$ cat src/rtl/rv32_d_alu_decode_stage_pkg.sv
// Shared ALU control encodings and the decoded-entry payload for the RV32 decode stage.
package rv32_d_alu_decode_stage_pkg;

  localparam int unsigned ALU_CONTROL_WIDTH = 6;

  typedef logic [ALU_CONTROL_WIDTH-1:0] alu_ctrl_t;

  localparam alu_ctrl_t ALU_ADD    = 6'd0;
  localparam alu_ctrl_t ALU_SUB    = 6'd1;
  localparam alu_ctrl_t ALU_SLL    = 6'd2;
  localparam alu_ctrl_t ALU_SLT    = 6'd3;
  localparam alu_ctrl_t ALU_SLTU   = 6'd4;
  localparam alu_ctrl_t ALU_XOR    = 6'd5;
  localparam alu_ctrl_t ALU_SRL    = 6'd6;
  localparam alu_ctrl_t ALU_SRA    = 6'd7;
  localparam alu_ctrl_t ALU_OR     = 6'd8;
  localparam alu_ctrl_t ALU_AND    = 6'd9;
  localparam alu_ctrl_t ALU_BEQ    = 6'd10;
  localparam alu_ctrl_t ALU_BNE    = 6'd11;
  localparam alu_ctrl_t ALU_BLT    = 6'd12;
  localparam alu_ctrl_t ALU_BGE    = 6'd13;
  localparam alu_ctrl_t ALU_BLTU   = 6'd14;
  localparam alu_ctrl_t ALU_BGEU   = 6'd15;
  localparam alu_ctrl_t ALU_MUL    = 6'd16;
  localparam alu_ctrl_t ALU_MULH   = 6'd17;
  localparam alu_ctrl_t ALU_MULHSU = 6'd18;
  localparam alu_ctrl_t ALU_MULHU  = 6'd19;
  localparam alu_ctrl_t ALU_DIV    = 6'd20;
  localparam alu_ctrl_t ALU_DIVU   = 6'd21;
  localparam alu_ctrl_t ALU_REM    = 6'd22;
  localparam alu_ctrl_t ALU_REMU   = 6'd23;
  localparam alu_ctrl_t ALU_SH1ADD = 6'd24;
  localparam alu_ctrl_t ALU_SH2ADD = 6'd25;
  localparam alu_ctrl_t ALU_SH3ADD = 6'd26;
  localparam alu_ctrl_t ALU_ANDN   = 6'd27;
  localparam alu_ctrl_t ALU_ORN    = 6'd28;
  localparam alu_ctrl_t ALU_XNOR   = 6'd29;
  localparam alu_ctrl_t ALU_CLZ    = 6'd30;
  localparam alu_ctrl_t ALU_CTZ    = 6'd31;
  localparam alu_ctrl_t ALU_CPOP   = 6'd32;
  localparam alu_ctrl_t ALU_MAX    = 6'd33;
  localparam alu_ctrl_t ALU_MAXU   = 6'd34;
  localparam alu_ctrl_t ALU_MIN    = 6'd35;
  localparam alu_ctrl_t ALU_MINU   = 6'd36;
  localparam alu_ctrl_t ALU_SEXTB  = 6'd37;
  localparam alu_ctrl_t ALU_SEXTH  = 6'd38;
  localparam alu_ctrl_t ALU_ZEXTH  = 6'd39;
  localparam alu_ctrl_t ALU_ROL    = 6'd40;
  localparam alu_ctrl_t ALU_ROR    = 6'd41;
  localparam alu_ctrl_t ALU_ORCB   = 6'd42;
  localparam alu_ctrl_t ALU_REV8   = 6'd43;
  localparam alu_ctrl_t ALU_CLMUL  = 6'd44;
  localparam alu_ctrl_t ALU_CLMULH = 6'd45;
  localparam alu_ctrl_t ALU_CLMULR = 6'd46;
  localparam alu_ctrl_t ALU_BCLR   = 6'd47;
  localparam alu_ctrl_t ALU_BSET   = 6'd48;
  localparam alu_ctrl_t ALU_BINV   = 6'd49;
  localparam alu_ctrl_t ALU_BEXT   = 6'd50;
  localparam alu_ctrl_t ALU_LUI    = 6'd51;

  localparam logic [6:0] OPC_OP     = 7'b0110011;
  localparam logic [6:0] OPC_OP_IMM = 7'b0010011;
  localparam logic [6:0] OPC_LUI    = 7'b0110111;
  localparam logic [6:0] OPC_AUIPC  = 7'b0010111;

  typedef struct packed {
    alu_ctrl_t control;
    logic      illegal;
    logic      mdu;
  } alu_dec_t;

endpackage

$ cat src/rtl/rv32_d_alu_ctrl_lut.sv
// Combinational ALU control lookup for RV32I/M/B keyed by main-decoder op class.
module rv32_d_alu_ctrl_lut
  import rv32_d_alu_decode_stage_pkg::*;
#(
  parameter bit EN_M = 1'b1,
  parameter bit EN_B = 1'b1
) (
  input  logic [1:0]                   alu_op,
  input  logic [31:0]                  instr,
  output logic [ALU_CONTROL_WIDTH-1:0] control,
  output logic                         illegal,
  output logic                         mdu
);

  logic [6:0] f7;
  logic [2:0] f3;
  logic [4:0] rs2;
  logic [6:0] opc;
  logic       unused_bits;
  alu_ctrl_t  ctrl;
  logic       hit;
  logic       is_m;
  logic       is_b;

  assign f7  = instr[31:25];
  assign f3  = instr[14:12];
  assign rs2 = instr[24:20];
  assign opc = instr[6:0];
  assign unused_bits = ^{instr[19:15], instr[11:7]};

  always_comb begin
    ctrl = ALU_ADD;
    hit  = 1'b0;
    is_m = 1'b0;
    is_b = 1'b0;
    case (alu_op)
      2'b00: hit = 1'b1;
      2'b01: begin
        hit = 1'b1;
        case (f3)
          3'b000:  ctrl = ALU_BEQ;
          3'b001:  ctrl = ALU_BNE;
          3'b100:  ctrl = ALU_BLT;
          3'b101:  ctrl = ALU_BGE;
          3'b110:  ctrl = ALU_BLTU;
          3'b111:  ctrl = ALU_BGEU;
          default: hit = 1'b0;
        endcase
      end
      2'b10: begin
        if (opc == OPC_OP) begin
          hit  = 1'b1;
          is_m = (f7 == 7'b0000001);
          // Anything outside the base and M encodings belongs to the B extension.
          is_b = !is_m && (f7 != 7'b0000000) &&
                 !((f7 == 7'b0100000) && ((f3 == 3'b000) || (f3 == 3'b101)));
          case ({f7, f3})
            10'b0000000_000: ctrl = ALU_ADD;
            10'b0000000_001: ctrl = ALU_SLL;
            10'b0000000_010: ctrl = ALU_SLT;
            10'b0000000_011: ctrl = ALU_SLTU;
            10'b0000000_100: ctrl = ALU_XOR;
            10'b0000000_101: ctrl = ALU_SRL;
            10'b0000000_110: ctrl = ALU_OR;
            10'b0000000_111: ctrl = ALU_AND;
            10'b0100000_000: ctrl = ALU_SUB;
            10'b0100000_101: ctrl = ALU_SRA;
            10'b0100000_100: ctrl = ALU_XNOR;
            10'b0100000_110: ctrl = ALU_ORN;
            10'b0100000_111: ctrl = ALU_ANDN;
            10'b0000001_000: ctrl = ALU_MUL;
            10'b0000001_001: ctrl = ALU_MULH;
            10'b0000001_010: ctrl = ALU_MULHSU;
            10'b0000001_011: ctrl = ALU_MULHU;
            10'b0000001_100: ctrl = ALU_DIV;
            10'b0000001_101: ctrl = ALU_DIVU;
            10'b0000001_110: ctrl = ALU_REM;
            10'b0000001_111: ctrl = ALU_REMU;
            10'b0010000_010: ctrl = ALU_SH1ADD;
            10'b0010000_100: ctrl = ALU_SH2ADD;
            10'b0010000_110: ctrl = ALU_SH3ADD;
            10'b0000101_001: ctrl = ALU_CLMUL;
            10'b0000101_011: ctrl = ALU_CLMULH;
            10'b0000101_010: ctrl = ALU_CLMULR;
            10'b0000101_100: ctrl = ALU_MIN;
            10'b0000101_101: ctrl = ALU_MINU;
            10'b0000101_110: ctrl = ALU_MAX;
            10'b0000101_111: ctrl = ALU_MAXU;
            10'b0110000_001: ctrl = ALU_ROL;
            10'b0110000_101: ctrl = ALU_ROR;
            10'b0100100_001: ctrl = ALU_BCLR;
            10'b0100100_101: ctrl = ALU_BEXT;
            10'b0010100_001: ctrl = ALU_BSET;
            10'b0110100_001: ctrl = ALU_BINV;
            10'b0000100_100: begin ctrl = ALU_ZEXTH; hit = (rs2 == 5'd0); end
            default:         hit = 1'b0;
          endcase
        end else if (opc == OPC_OP_IMM) begin
          hit  = 1'b1;
          is_b = ((f3 == 3'b001) && (f7 != 7'b0000000)) ||
                 ((f3 == 3'b101) && (f7 != 7'b0000000) && (f7 != 7'b0100000));
          casez ({f7, f3})
            10'b???????_000: ctrl = ALU_ADD;
            10'b???????_010: ctrl = ALU_SLT;
            10'b???????_011: ctrl = ALU_SLTU;
            10'b???????_100: ctrl = ALU_XOR;
            10'b???????_110: ctrl = ALU_OR;
            10'b???????_111: ctrl = ALU_AND;
            10'b0000000_001: ctrl = ALU_SLL;
            10'b0000000_101: ctrl = ALU_SRL;
            10'b0100000_101: ctrl = ALU_SRA;
            10'b0110000_101: ctrl = ALU_ROR;
            10'b0100100_001: ctrl = ALU_BCLR;
            10'b0100100_101: ctrl = ALU_BEXT;
            10'b0010100_001: ctrl = ALU_BSET;
            10'b0110100_001: ctrl = ALU_BINV;
            10'b0010100_101: begin ctrl = ALU_ORCB; hit = (rs2 == 5'b00111); end
            10'b0110100_101: begin ctrl = ALU_REV8; hit = (rs2 == 5'b11000); end
            10'b0110000_001: begin
              case (rs2)
                5'd0:    ctrl = ALU_CLZ;
                5'd1:    ctrl = ALU_CTZ;
                5'd2:    ctrl = ALU_CPOP;
                5'd4:    ctrl = ALU_SEXTB;
                5'd5:    ctrl = ALU_SEXTH;
                default: hit = 1'b0;
              endcase
            end
            default:         hit = 1'b0;
          endcase
        end
      end
      default: begin
        hit  = (opc == OPC_LUI) || (opc == OPC_AUIPC);
        ctrl = (opc == OPC_LUI) ? ALU_LUI : ALU_ADD;
      end
    endcase
  end

  // Unmatched or parameter-disabled encodings collapse to a safe ADD.
  always_comb begin
    illegal = !hit || (is_m && !EN_M) || (is_b && !EN_B);
    control = illegal ? ALU_ADD : ctrl;
    mdu     = !illegal && is_m && f3[2];
  end

endmodule

$ cat src/rtl/rv32_d_alu_decode_stage.sv
// ALU control decode stage: combinational lookup at the input, 2-entry skid buffer at the output.
module rv32_d_alu_decode_stage
  import rv32_d_alu_decode_stage_pkg::*;
#(
  parameter bit          EN_M  = 1'b1,
  parameter bit          EN_B  = 1'b1,
  parameter int unsigned TAG_W = 32
) (
  input  logic                         clk_i,
  input  logic                         rst_i,
  input  logic                         flush_i,
  input  logic                         valid_i,
  output logic                         ready_o,
  input  logic [1:0]                   alu_op_i,
  input  logic [31:0]                  instr_i,
  input  logic [TAG_W-1:0]             tag_i,
  output logic                         valid_o,
  input  logic                         ready_i,
  output logic [ALU_CONTROL_WIDTH-1:0] alu_control_o,
  output logic                         illegal_o,
  output logic                         mdu_o,
  output logic [TAG_W-1:0]             tag_o
);

  alu_dec_t         dec;
  alu_dec_t         out_q, out_d, skid_q, skid_d;
  logic [TAG_W-1:0] out_tag_q, out_tag_d, skid_tag_q, skid_tag_d;
  logic             valid_q, valid_d, skid_valid_q, skid_valid_d, ready_q, ready_d;
  logic             in_fire, out_fire;

  rv32_d_alu_ctrl_lut #(
    .EN_M (EN_M),
    .EN_B (EN_B)
  ) u_lut (
    .alu_op  (alu_op_i),
    .instr   (instr_i),
    .control (dec.control),
    .illegal (dec.illegal),
    .mdu     (dec.mdu)
  );

  assign in_fire  = valid_i && ready_q;
  assign out_fire = valid_q && ready_i;

  // ready_q always mirrors an empty skid, so an input never arrives while the skid is occupied.
  always_comb begin
    out_d        = out_q;
    out_tag_d    = out_tag_q;
    skid_d       = skid_q;
    skid_tag_d   = skid_tag_q;
    valid_d      = valid_q;
    skid_valid_d = skid_valid_q;
    if (flush_i) begin
      valid_d      = 1'b0;
      skid_valid_d = 1'b0;
    end else if (out_fire || !valid_q) begin
      if (skid_valid_q) begin
        out_d        = skid_q;
        out_tag_d    = skid_tag_q;
        valid_d      = 1'b1;
        skid_valid_d = 1'b0;
      end else if (in_fire) begin
        out_d     = dec;
        out_tag_d = tag_i;
        valid_d   = 1'b1;
      end else begin
        valid_d = 1'b0;
      end
    end else if (in_fire) begin
      skid_d       = dec;
      skid_tag_d   = tag_i;
      skid_valid_d = 1'b1;
    end
    ready_d = !skid_valid_d;
  end

  always_ff @(posedge clk_i) begin
    if (rst_i) begin
      out_q        <= '{control: ALU_ADD, illegal: 1'b0, mdu: 1'b0};
      skid_q       <= '{control: ALU_ADD, illegal: 1'b0, mdu: 1'b0};
      out_tag_q    <= '0;
      skid_tag_q   <= '0;
      valid_q      <= 1'b0;
      skid_valid_q <= 1'b0;
      ready_q      <= 1'b1;
    end else begin
      out_q        <= out_d;
      skid_q       <= skid_d;
      out_tag_q    <= out_tag_d;
      skid_tag_q   <= skid_tag_d;
      valid_q      <= valid_d;
      skid_valid_q <= skid_valid_d;
      ready_q      <= ready_d;
    end
  end

  assign ready_o       = ready_q;
  assign valid_o       = valid_q;
  assign alu_control_o = out_q.control;
  assign illegal_o     = out_q.illegal;
  assign mdu_o         = out_q.mdu;
  assign tag_o         = out_tag_q;

endmodule

$ cat config.mk
export PLATFORM = sky130hd
export DESIGN_NAME = rv32_d_alu_decode_stage
export DESIGN_NICKNAME = d
export VERILOG_FILES = /design/src/rtl/rv32_d_alu_decode_stage_pkg.sv /design/src/rtl/rv32_d_alu_ctrl_lut.sv /design/src/rtl/rv32_d_alu_decode_stage.sv
export SDC_FILE = /design/constraint.sdc
export NUM_CORES = 1
export LEC_CHECK = 0
export CORE_MARGIN = 4
export CORE_UTILIZATION = 54
export DETAILED_ROUTE_END_ITERATION = 8
export GPL_TIMING_DRIVEN = 1
export HOLD_SLACK_MARGIN = 0.1
export PLACE_DENSITY = 0.87
export SKIP_LAST_GASP = 1
export SLEW_MARGIN = 10
export SYNTH_ARGS = -nofsm -noshare
export SYNTH_HDL_FRONTEND = slang
export SYNTH_SLANG_ARGS = --single-unit
$ cat constraint.sdc
create_clock -name clk_i -period 4.7 [get_ports clk_i]
set_input_delay 0.94 -clock clk_i [delete_from_list [all_inputs] [get_ports clk_i]]
set_output_delay 0.94 -clock clk_i [all_outputs]
set_load 0.02 [all_outputs]
==> results.sh, run 1 <==
export IMPL_status="finished, final reports clean"
export IMPL_syn_area_per_cell_um2=7.76
export IMPL_cts_tree="done"
export IMPL_coreArea_um2=8180
export IMPL_rsz0062_at_grt="no"
export IMPL_synth_warnings=0
export IMPL_final_common_cell="clkdlybuf4s50_1"
export IMPL_post_cts_resized=0
export IMPL_synth_top_flop_cell="dfxtp_1"
export IMPL_synth_fa_ha_area_share_pct=0
export IMPL_wl_per_cell_um=16.4
export IMPL_fmax_mhz=271
export IMPL_stdcell_area_um2=5790
export IMPL_rrSetupSlack_ns=2.48
export IMPL_clk_latency_ns=0.35
export IMPL_start_util_pct=55.2
export IMPL_syn_num_nets=653
export IMPL_grt_pass1_vias=4309
export IMPL_p_per_area_nw_per_um2=281
export IMPL_path_depth=8
export IMPL_synth_area_um2=4520
export IMPL_cp_slowest_cell="clkdlybuf4s50_1"
export IMPL_fin_hold_ws_ns=0.459
export IMPL_arrival_ns=3.94
export IMPL_path_class="input pin to register"
export IMPL_hold_path_startpoint="skid_q[7]$_SDFFE_PP0P_"
export IMPL_first_pass_iters=5
export IMPL_critPathLaunchType="input pin"
export IMPL_clk_pin_slew_worst_paths_ns=0.08
export IMPL_irDropWorstVdd_v=0.000194
export IMPL_routed_via_count=4581
export IMPL_finalWeightedCongestion=0.959
export IMPL_postRouteAntennaNets=0
export IMPL_die_area_um2=9890
export IMPL_clockRootBuffer="clkbuf_8"
export IMPL_crit_reg2reg_launch="ready_o$_SDFF_PP1_"
export IMPL_grt_start_max_net_pins=49
export IMPL_dpl_cell_area_um2=5550
export IMPL_cts_buffers=9
export IMPL_synth_compound_area_share_pct=20.6
export IMPL_synth_top_family_by_area="simple AND/OR/NAND/NOR gates"
export IMPL_wirelength_mm=12.5
export IMPL_final_nets=725
export IMPL_synthArstFlopShare_pct=0
export IMPL_yosys_area_share_simple_pct=28.8
export IMPL_synth_mux_area_share_pct=7.31
export IMPL_cts_sinks=83
export IMPL_fp_dieH_um=99.5
export IMPL_ff2ff_path_depth=6
export IMPL_power_leakage_nw=1.90
export IMPL_grt_usage_pct=25.1
export IMPL_slew_headroom_pct=38.2
export IMPL_crit_required_ns=4.95
export IMPL_synthCells=582
export IMPL_crit_buf_inv=1
export IMPL_skew_ns=0.00655
export IMPL_tightest_slew_ns=0.919
export IMPL_cp_end_kind="register"
export IMPL_synth_seq_cells=83
export IMPL_core_rowCount=33
export IMPL_portBuffers=102
export IMPL_fill_cells=626
export IMPL_die_w_um=99.5
export IMPL_hold_violations=0
export IMPL_setup_viol=0
export IMPL_antenna_found_initial=0
export IMPL_critPathMaxStageDelay_ns=0.88
export IMPL_diodes=0
export IMPL_routed_via_density=6.00
export IMPL_hold_class="register to register"
export IMPL_overflow=0
export IMPL_yosysSeqAreaShare_pct=36.8
export IMPL_synth_xor_area_share_pct=0.970
export IMPL_synth_edf_count=0
export IMPL_fin_tns_setup_ns=0
export IMPL_postCtsHoldBufs=0
export IMPL_io_pins=113
export IMPL_final_cell_mix="clkdlybuf4s50_1, nand2_1, dfxtp_1"
export IMPL_cap_violations=0
export IMPL_fin_crit_sh_pct=78.4
export IMPL_hold_depth=2
export IMPL_postLayoutCoreUtil_pct=70.8
export IMPL_holdPathEnd="skid_q[7]$_SDFFE_PP0P_"
export IMPL_drt_iter0_drc=192
export IMPL_crit_path_cell_trace="clkdlybuf4s50_1, nor4b_2, nand4_1, nand2b_1, a31o_2, a31oi_4, o211ai_1, a311oi_1"
export IMPL_post_cts_buffers=0
export IMPL_cts_htree_levels=3
export IMPL_grt_pass1_wl_mm=20.5
export IMPL_drc=0
export IMPL_crit_fanout=18
export IMPL_layout_min_cycle_time_ns=3.69
export IMPL_r2r_end="tag_o[8]$_SDFFE_PP0P_"
export IMPL_slew_violations=0
export IMPL_cp_top_family="simple AND/OR/NAND/NOR gates"
export IMPL_synthDistinctLibCells=53
export IMPL_clk_path_buf_depth=2
export IMPL_drive_gt1_share_pct=6.37
export IMPL_synthToLayoutAreaGrowth_pct=28.1
export IMPL_dp_hpwl_mm=8.77
==> cells by family (layout without fill, tap and decap cells) <==
logic type      after synthesis  in the layout
simple gates                261            261
flops                        83             83
mux                          33             33
buf+inv                      62            139
compound gates              138            138
xor+xnor                      5              5
==> stage by stage <==
stage,instances,setup slack [ns],power [W]
2_1_floorplan,582,1.73,0.000914
3_3_place_gp,748,0.829,0.00104
3_5_place_dp,748,0.702,0.00105
4_1_cts,764,1.06,0.00163
5_1_grt,764,0.817,0.00169
6_report,764,1.01,0.00163
==> worst min-delay path, delay by kind of cell (launching register included) <==
family / cells / cell delay (ns)
AND/OR/NAND/NOR: 1 / 0.05
flip-flops: 1 / 0.32
AO/OA/AOI/OAI: 1 / 0.05
==> flip-flops by register name (all words and copies together) (netlist names) <==
signal / count
skid_tag_q: 32
valid_o: 1
mdu_o: 1
skid_valid_q: 1
skid_q: 8
alu_control_o: 6
illegal_o: 1
tag_o: 32
ready_o: 1
==> worst max path at each step <==
stage | start | end | slack [ns]
5_1_grt | instr_i[29] | alu_control_o[1]$_SDFFE_PP0P_ | 0.82
6_report | instr_i[29] | alu_control_o[1]$_SDFFE_PP0P_ | 1.01
2_1_floorplan | instr_i[29] | illegal_o$_SDFFE_PP0P_ | 1.73
4_1_cts | instr_i[29] | skid_q[5]$_SDFFE_PP0P_ | 1.06
3_5_place_dp | instr_i[29] | alu_control_o[1]$_SDFFE_PP0P_ | 0.70
3_3_place_gp | instr_i[29] | alu_control_o[3]$_SDFFE_PP0P_ | 0.83
==> cell type report <==
cell class	count	area, um2	area share [%]
Timing Repair Buffer	114	1110	19.1
Tap cell	105	131	2.27
Inverter	9	33.8	0.584
Clock buffer	10	138	2.38
Multi-Input combinational cell	437	2620	45.2
Sequential cell	83	1660	28.7
Clock inverter	6	96.3	1.67
==> report_power, final <==
part	switching, W	total, W	internal, W	leakage, nW
logic	0.000157	0.000292	0.000136	1.11
clock network	0.000270	0.000591	0.000320	0.115
registers	0.0000143	0.000743	0.000729	0.677
total	0.000441	0.00163	0.00119	1.90
==> synth_stat cells (all sizes together) (7+ instances only) <==
cell type / number / area (um2)
a211oi: 37 / 278
a21oi: 46 / 230
buf: 11 / 58.8
clkbuf: 42 / 158
dfxtp: 83 / 1660
inv: 9 / 33.8
mux2i: 33 / 330
nand2: 91 / 342
nand2b: 7 / 43.8
nand3: 21 / 105
nand4: 7 / 43.8
nor2: 66 / 248
nor2b: 9 / 56.3
nor3: 12 / 60.1
nor3b: 7 / 52.6
nor4: 10 / 83.8
o211ai: 7 / 52.6
o21ai: 13 / 65.1
==> metal layers <==
metal  global-route usage (%)  wire length [um]
met3                     4.63               920
met5                        0                 0
met4                     8.30               286
met1                     32.8              5450
met2                     42.0              5860
(Power assumes the default switching activity.)
==> run 2: changes to the inputs <==
CORE_UTILIZATION = 45   (was 54)
PLACE_DENSITY = 0.77   (was 0.87)
clock period = 3.3 ns   (was 4.7 ns; I/O delays follow)
==> results.sh, run 2 (synthesized netlist as in run 1, its figures left out) <==
export IMPL_setup_viol=0
export IMPL_cp_top_family="compound AO/OA/AOI/OAI gates"
export IMPL_final_common_cell="clkdlybuf4s50_1"
export IMPL_power_switching_w=0.000632
export IMPL_crit_path_cell_trace="clkdlybuf4s50_1, buf_4, nor4_4, nand3_1, a2111oi_0, nor4_1, a211oi_1, o211ai_1, a311oi_1"
export IMPL_routed_via_density=5.66
export IMPL_stdcell_area_um2=6020
export IMPL_fmax_mhz=334
export IMPL_p_per_area_nw_per_um2=360
export IMPL_drt_iter0_drc=492
export IMPL_wl_per_cell_um=16.1
export IMPL_cp_slowest_cell="a2111oi_0"
export IMPL_grt_start_max_net_pins=49
export IMPL_irDropWorstVdd_v=0.000204
export IMPL_drc=0
export IMPL_crit_required_ns=3.56
export IMPL_arrival_ns=3.26
export IMPL_clk_path_buf_depth=2
export IMPL_grt_usage_pct=22.6
export IMPL_post_cts_buffers=0
export IMPL_grt_pass1_wl_mm=21.4
export IMPL_routed_via_count=4669
export IMPL_drive_gt1_share_pct=10.7
export IMPL_cts_tree="done"
export IMPL_fin_tns_setup_ns=0
export IMPL_antenna_found_initial=0
export IMPL_status="finished, final reports clean"
export IMPL_overflow=0
export IMPL_hold_violations=0
export IMPL_start_util_pct=46.2
export IMPL_p_int_w=0.00153
export IMPL_fp_dieH_um=108
export IMPL_hold_class="register to register"
export IMPL_seqPwrFrac_pct=48.8
export IMPL_layout_min_cycle_time_ns=3.00
export IMPL_swShare_pct=29.2
export IMPL_cts_htree_levels=3
export IMPL_combPwrFrac_pct=20.4
export IMPL_final_nets=758
export IMPL_io_pins=113
export IMPL_cap_violations=0
export IMPL_core_rowCount=36
export IMPL_rsz0062_at_grt="no"
export IMPL_critPathMaxStageDelay_ns=0.57
export IMPL_clockRootBuffer="clkbuf_8"
export IMPL_clk_pin_slew_worst_paths_ns=0.08
export IMPL_slew_headroom_pct=48.9
export IMPL_die_w_um=108
export IMPL_fin_crit_sh_pct=90.8
export IMPL_die_area_um2=11700
export IMPL_coreArea_um2=9770
export IMPL_cts_buffers=9
export IMPL_portBuffers=102
export IMPL_clk_latency_ns=0.35
export IMPL_dp_cells=809
export IMPL_cts_sinks=83
export IMPL_post_cts_resized=0
export IMPL_postCtsHoldBufs=0
export IMPL_fin_hold_ws_ns=0.457
export IMPL_postRouteAntennaNets=0
export IMPL_skew_ns=0.00594
export IMPL_finalWeightedCongestion=0.883
export IMPL_final_cells=825
export IMPL_fill_cells=852
export IMPL_pwr_share_clk_pct=30.8
export IMPL_critPathLaunchType="input pin"
export IMPL_first_pass_iters=5
export IMPL_dp_hpwl_mm=9.81
export IMPL_crit_fanout=16
export IMPL_final_cell_mix="clkdlybuf4s50_1, nand2_1, dfxtp_1"
export IMPL_power_leakage_nw=2.04
export IMPL_path_class="input pin to register"
export IMPL_diodes=0
export IMPL_slew_violations=0
export IMPL_crit_buf_inv=2
export IMPL_dpl_cell_area_um2=5850
export IMPL_synthToLayoutAreaGrowth_pct=33.4
export IMPL_tightest_slew_ns=0.766
export IMPL_grt_pass1_vias=4457
export IMPL_cp_end_kind="register"
export IMPL_wirelength_mm=13.2
run 2: power groups by stage:
stage,sequential [W],clock [W],combinational (W)
2_1_floorplan,0.00112,0,0.000181
3_3_place_gp,0.00108,0,0.000431
3_5_place_dp,0.00108,0,0.000439
4_1_cts,0.00106,0.000681,0.000442
5_1_grt,0.00106,0.000736,0.000476
6_report,0.00106,0.000666,0.000442
run 2: worst min-delay path, stage by stage (launching register included):
cell	delay, ns
dfxtp_1	0.31
nand2_1	0.05
a21oi_1	0.05
run 2: final timing paths:
check,from,endpoint,slack [ns],depth (start not counted)
max,instr_i[30],alu_control_o[1]$_SDFFE_PP0P_,0.30,9
min,skid_tag_q[8]$_SDFFE_PP0P_,skid_tag_q[8]$_SDFFE_PP0P_,0.46,2
max reg2reg,skid_valid_q$_SDFF_PP0_,alu_control_o[3]$_SDFFE_PP0P_,1.23,6
min reg2reg,skid_tag_q[8]$_SDFFE_PP0P_,skid_tag_q[8]$_SDFFE_PP0P_,0.46,2
run 2: per-layer routing:
layer | vias up | GRT usage (%) | wire, um
met5 | - | 0 | 0
met4 | 0 | 5.95 | 191
li1 | 2298 | - | -
met1 | 2190 | 29.3 | 5860
met2 | 169 | 38.9 | 6330
met3 | 12 | 3.82 | 861
run 2: area by class of cell:
type / instances / area (um2) / area share [%]
inverters: 9 / 33.8 / 0.561
clock buffers: 10 / 128 / 2.12
well taps: 133 / 166 / 2.76
repair buffers: 147 / 1370 / 22.7
multi-input cells: 437 / 2620 / 43.5
flip-flops and latches: 83 / 1660 / 27.6
clock inverters: 6 / 48.8 / 0.810
run 2: per-stage QoR:
| step | util, % | worst slack, ns | power (W) |
|---|---|---|---|
| after CTS | 61.6 | 0.366 | 0.00218 |
| after global placement | 59.8 | 0.0593 | 0.00151 |
| after floorplan | - | 0.607 | 0.00130 |
| after detailed placement | 59.8 | 0.000964 | 0.00152 |
| final | 61.6 | 0.302 | 0.00217 |
| after global routing | 61.6 | 0.217 | 0.00228 |
==> run 3: changes to the inputs <==
CORE_UTILIZATION = 57   (was 45)
DONT_BUFFER_PORTS = 1   (was unset)
PLACE_DENSITY = 0.75   (was 0.77)
==> results.sh, run 3 (synthesized netlist as in run 1, its figures left out) <==
export IMPL_holdPathEnd="tag_o[6]$_SDFFE_PP0P_"
export IMPL_path_class="input pin to register"
export IMPL_combPwrFrac_pct=8.2
export IMPL_clk_path_buf_depth=2
export IMPL_setup_viol=0
export IMPL_fin_crit_sh_pct=75.1
export IMPL_fp_dieH_um=97.0
export IMPL_tightest_slew_ns=0.782
export IMPL_core_rowCount=32
export IMPL_cts_buffers=9
export IMPL_power_leakage_nw=1.50
export IMPL_diodes=0
export IMPL_io_pins=113
export IMPL_slew_headroom_pct=47.9
export IMPL_grt_pass1_vias=3752
export IMPL_grt_pass1_wl_mm=18.8
export IMPL_die_w_um=97.0
export IMPL_skew_ns=0.0111
export IMPL_drive_gt1_share_pct=7.03
export IMPL_dpl_cell_area_um2=4520
export IMPL_synthToLayoutAreaGrowth_pct=4.63
export IMPL_drc=0
export IMPL_fin_tns_setup_ns=0
export IMPL_seq_area_um2=1660
export IMPL_seqPwrFrac_pct=54.2
export IMPL_p_per_area_nw_per_um2=432
export IMPL_p_int_w=0.00150
export IMPL_multiInputGateArea_um2=2620
export IMPL_critPathLaunchType="input pin"
export IMPL_dp_hpwl_mm=7.84
export IMPL_routed_via_density=6.16
export IMPL_hold_depth=1
export IMPL_status="finished, final reports clean"
export IMPL_layout_min_cycle_time_ns=2.48
export IMPL_hold_violations=0
export IMPL_post_cts_buffers=0
export IMPL_power_switching_w=0.000546
export IMPL_arrival_ns=2.74
export IMPL_rsz0062_at_grt="no"
export IMPL_post_cts_resized=0
export IMPL_cap_violations=0
export IMPL_die_area_um2=9410
export IMPL_pwr_share_clk_pct=37.6
export IMPL_r2r_end="tag_o[2]$_SDFFE_PP0P_"
export IMPL_ff2ff_path_depth=6
export IMPL_crit_reg2reg_launch="ready_o$_SDFF_PP1_"
export IMPL_finalWeightedCongestion=0.971
export IMPL_crit_path_cell_trace="nor4_2, nand3b_1, a2111oi_0, nor4_1, a211oi_1, o211ai_1, a311oi_1"
export IMPL_crit_required_ns=3.56
export IMPL_clk_pin_slew_worst_paths_ns=0.09
export IMPL_clockRootBuffer="clkbuf_8"
export IMPL_start_util_pct=58.5
export IMPL_final_cell_mix="nand2_1, dfxtp_1, nor2_1"
export IMPL_critPathMaxStageDelay_ns=0.58
export IMPL_cts_tree="done"
export IMPL_cp_end_kind="register"
export IMPL_clk_latency_ns=0.35
export IMPL_stdcell_area_um2=4730
export IMPL_grt_start_max_net_pins=83
export IMPL_cp_top_family="compound AO/OA/AOI/OAI gates"
export IMPL_fmax_mhz=403
export IMPL_crit_buf_inv=0
export IMPL_cp_slowest_cell="a2111oi_0"
export IMPL_rrSetupSlack_ns=1.00
export IMPL_crit_fanout=12
export IMPL_irDropWorstVdd_v=0.000250
export IMPL_cts_htree_levels=3
export IMPL_antenna_found_initial=0
export IMPL_overflow=0
export IMPL_wirelength_mm=11.1
export IMPL_final_common_cell="nand2_1"
export IMPL_grt_usage_pct=23.6
export IMPL_routed_via_count=4045
export IMPL_first_pass_iters=4
export IMPL_hold_class="input pin to register"
export IMPL_wl_per_cell_um=17.0
export IMPL_cts_sinks=83
export IMPL_hold_path_startpoint="rst_i"
export IMPL_coreArea_um2=7730
export IMPL_final_nets=621
export IMPL_swShare_pct=26.7
export IMPL_postCtsHoldBufs=0
export IMPL_fill_cells=683
export IMPL_postRouteAntennaNets=0
export IMPL_drt_iter0_drc=178
export IMPL_slew_violations=0
export IMPL_portBuffers=0
-- run 3: cell types whose count changed in the layout (fill, tap and decap cells not counted), sizes merged --
| cell | before | now |
|---|---|---|
| bufinv | 0 | 1 |
| buf | 46 | 10 |
| clkinvlp | 2 | 1 |
| clkdlybuf4s50 | 101 | 0 |
-- run 3: layer usage --
metal / part of all wire, % / track usage, % / vias up
li1: - / - / 2023
met1: 43 / 30.3 / 1865
met2: 47 / 38.7 / 144
met3: 8.2 / 6.92 / 13
met4: 1.4 / 6.16 / 0
met5: 0 / 0 / -
-- run 3: power groups by stage --
stage / logic (W) / clock network, W / registers, W
global placement: 0.000161 / 0 / 0.00113
finish: 0.000167 / 0.000768 / 0.00111
CTS: 0.000168 / 0.000781 / 0.00111
detailed placement: 0.000167 / 0 / 0.00113
floorplan: 0.000181 / 0 / 0.00112
global route: 0.000192 / 0.000828 / 0.00111
-- run 3: through the flow --
step | instances | utilization (%) | power [W] | hold slack (ns) | setup slack [ns]
after floorplan | 582 | - | 0.00130 | 0.432 | 0.607
after global placement | 641 | 58.5 | 0.00129 | 0.434 | 0.534
after global routing | 657 | 61.2 | 0.00213 | 0.353 | 0.641
after CTS | 657 | 61.2 | 0.00206 | 0.361 | 0.817
final | 657 | 61.2 | 0.00204 | 0.375 | 0.820
after detailed placement | 641 | 58.5 | 0.00130 | 0.441 | 0.461
-- run 3: final cells by class --
class / count / share of cell area, %
clock buffer: 10 / 2.91
multi-input combinational: 437 / 55.4
timing repair buffer: 10 / 1.59
tap: 102 / 2.70
sequential: 83 / 35.2
clock inverter: 6 / 1.51
inverter: 9 / 0.715
-- run 3: worst max-delay path by stage --
stage	start	endpoint	slack, ns	cells after the start
after global placement	instr_i[26]	alu_control_o[1]$_SDFFE_PP0P_	0.53	7
after detailed placement	instr_i[26]	alu_control_o[1]$_SDFFE_PP0P_	0.46	7
after CTS	instr_i[26]	alu_control_o[1]$_SDFFE_PP0P_	0.82	7
after floorplan	instr_i[29]	illegal_o$_SDFFE_PP0P_	0.61	8
final	instr_i[26]	alu_control_o[1]$_SDFFE_PP0P_	0.82	7
after global routing	instr_i[26]	alu_control_o[1]$_SDFFE_PP0P_	0.64	7
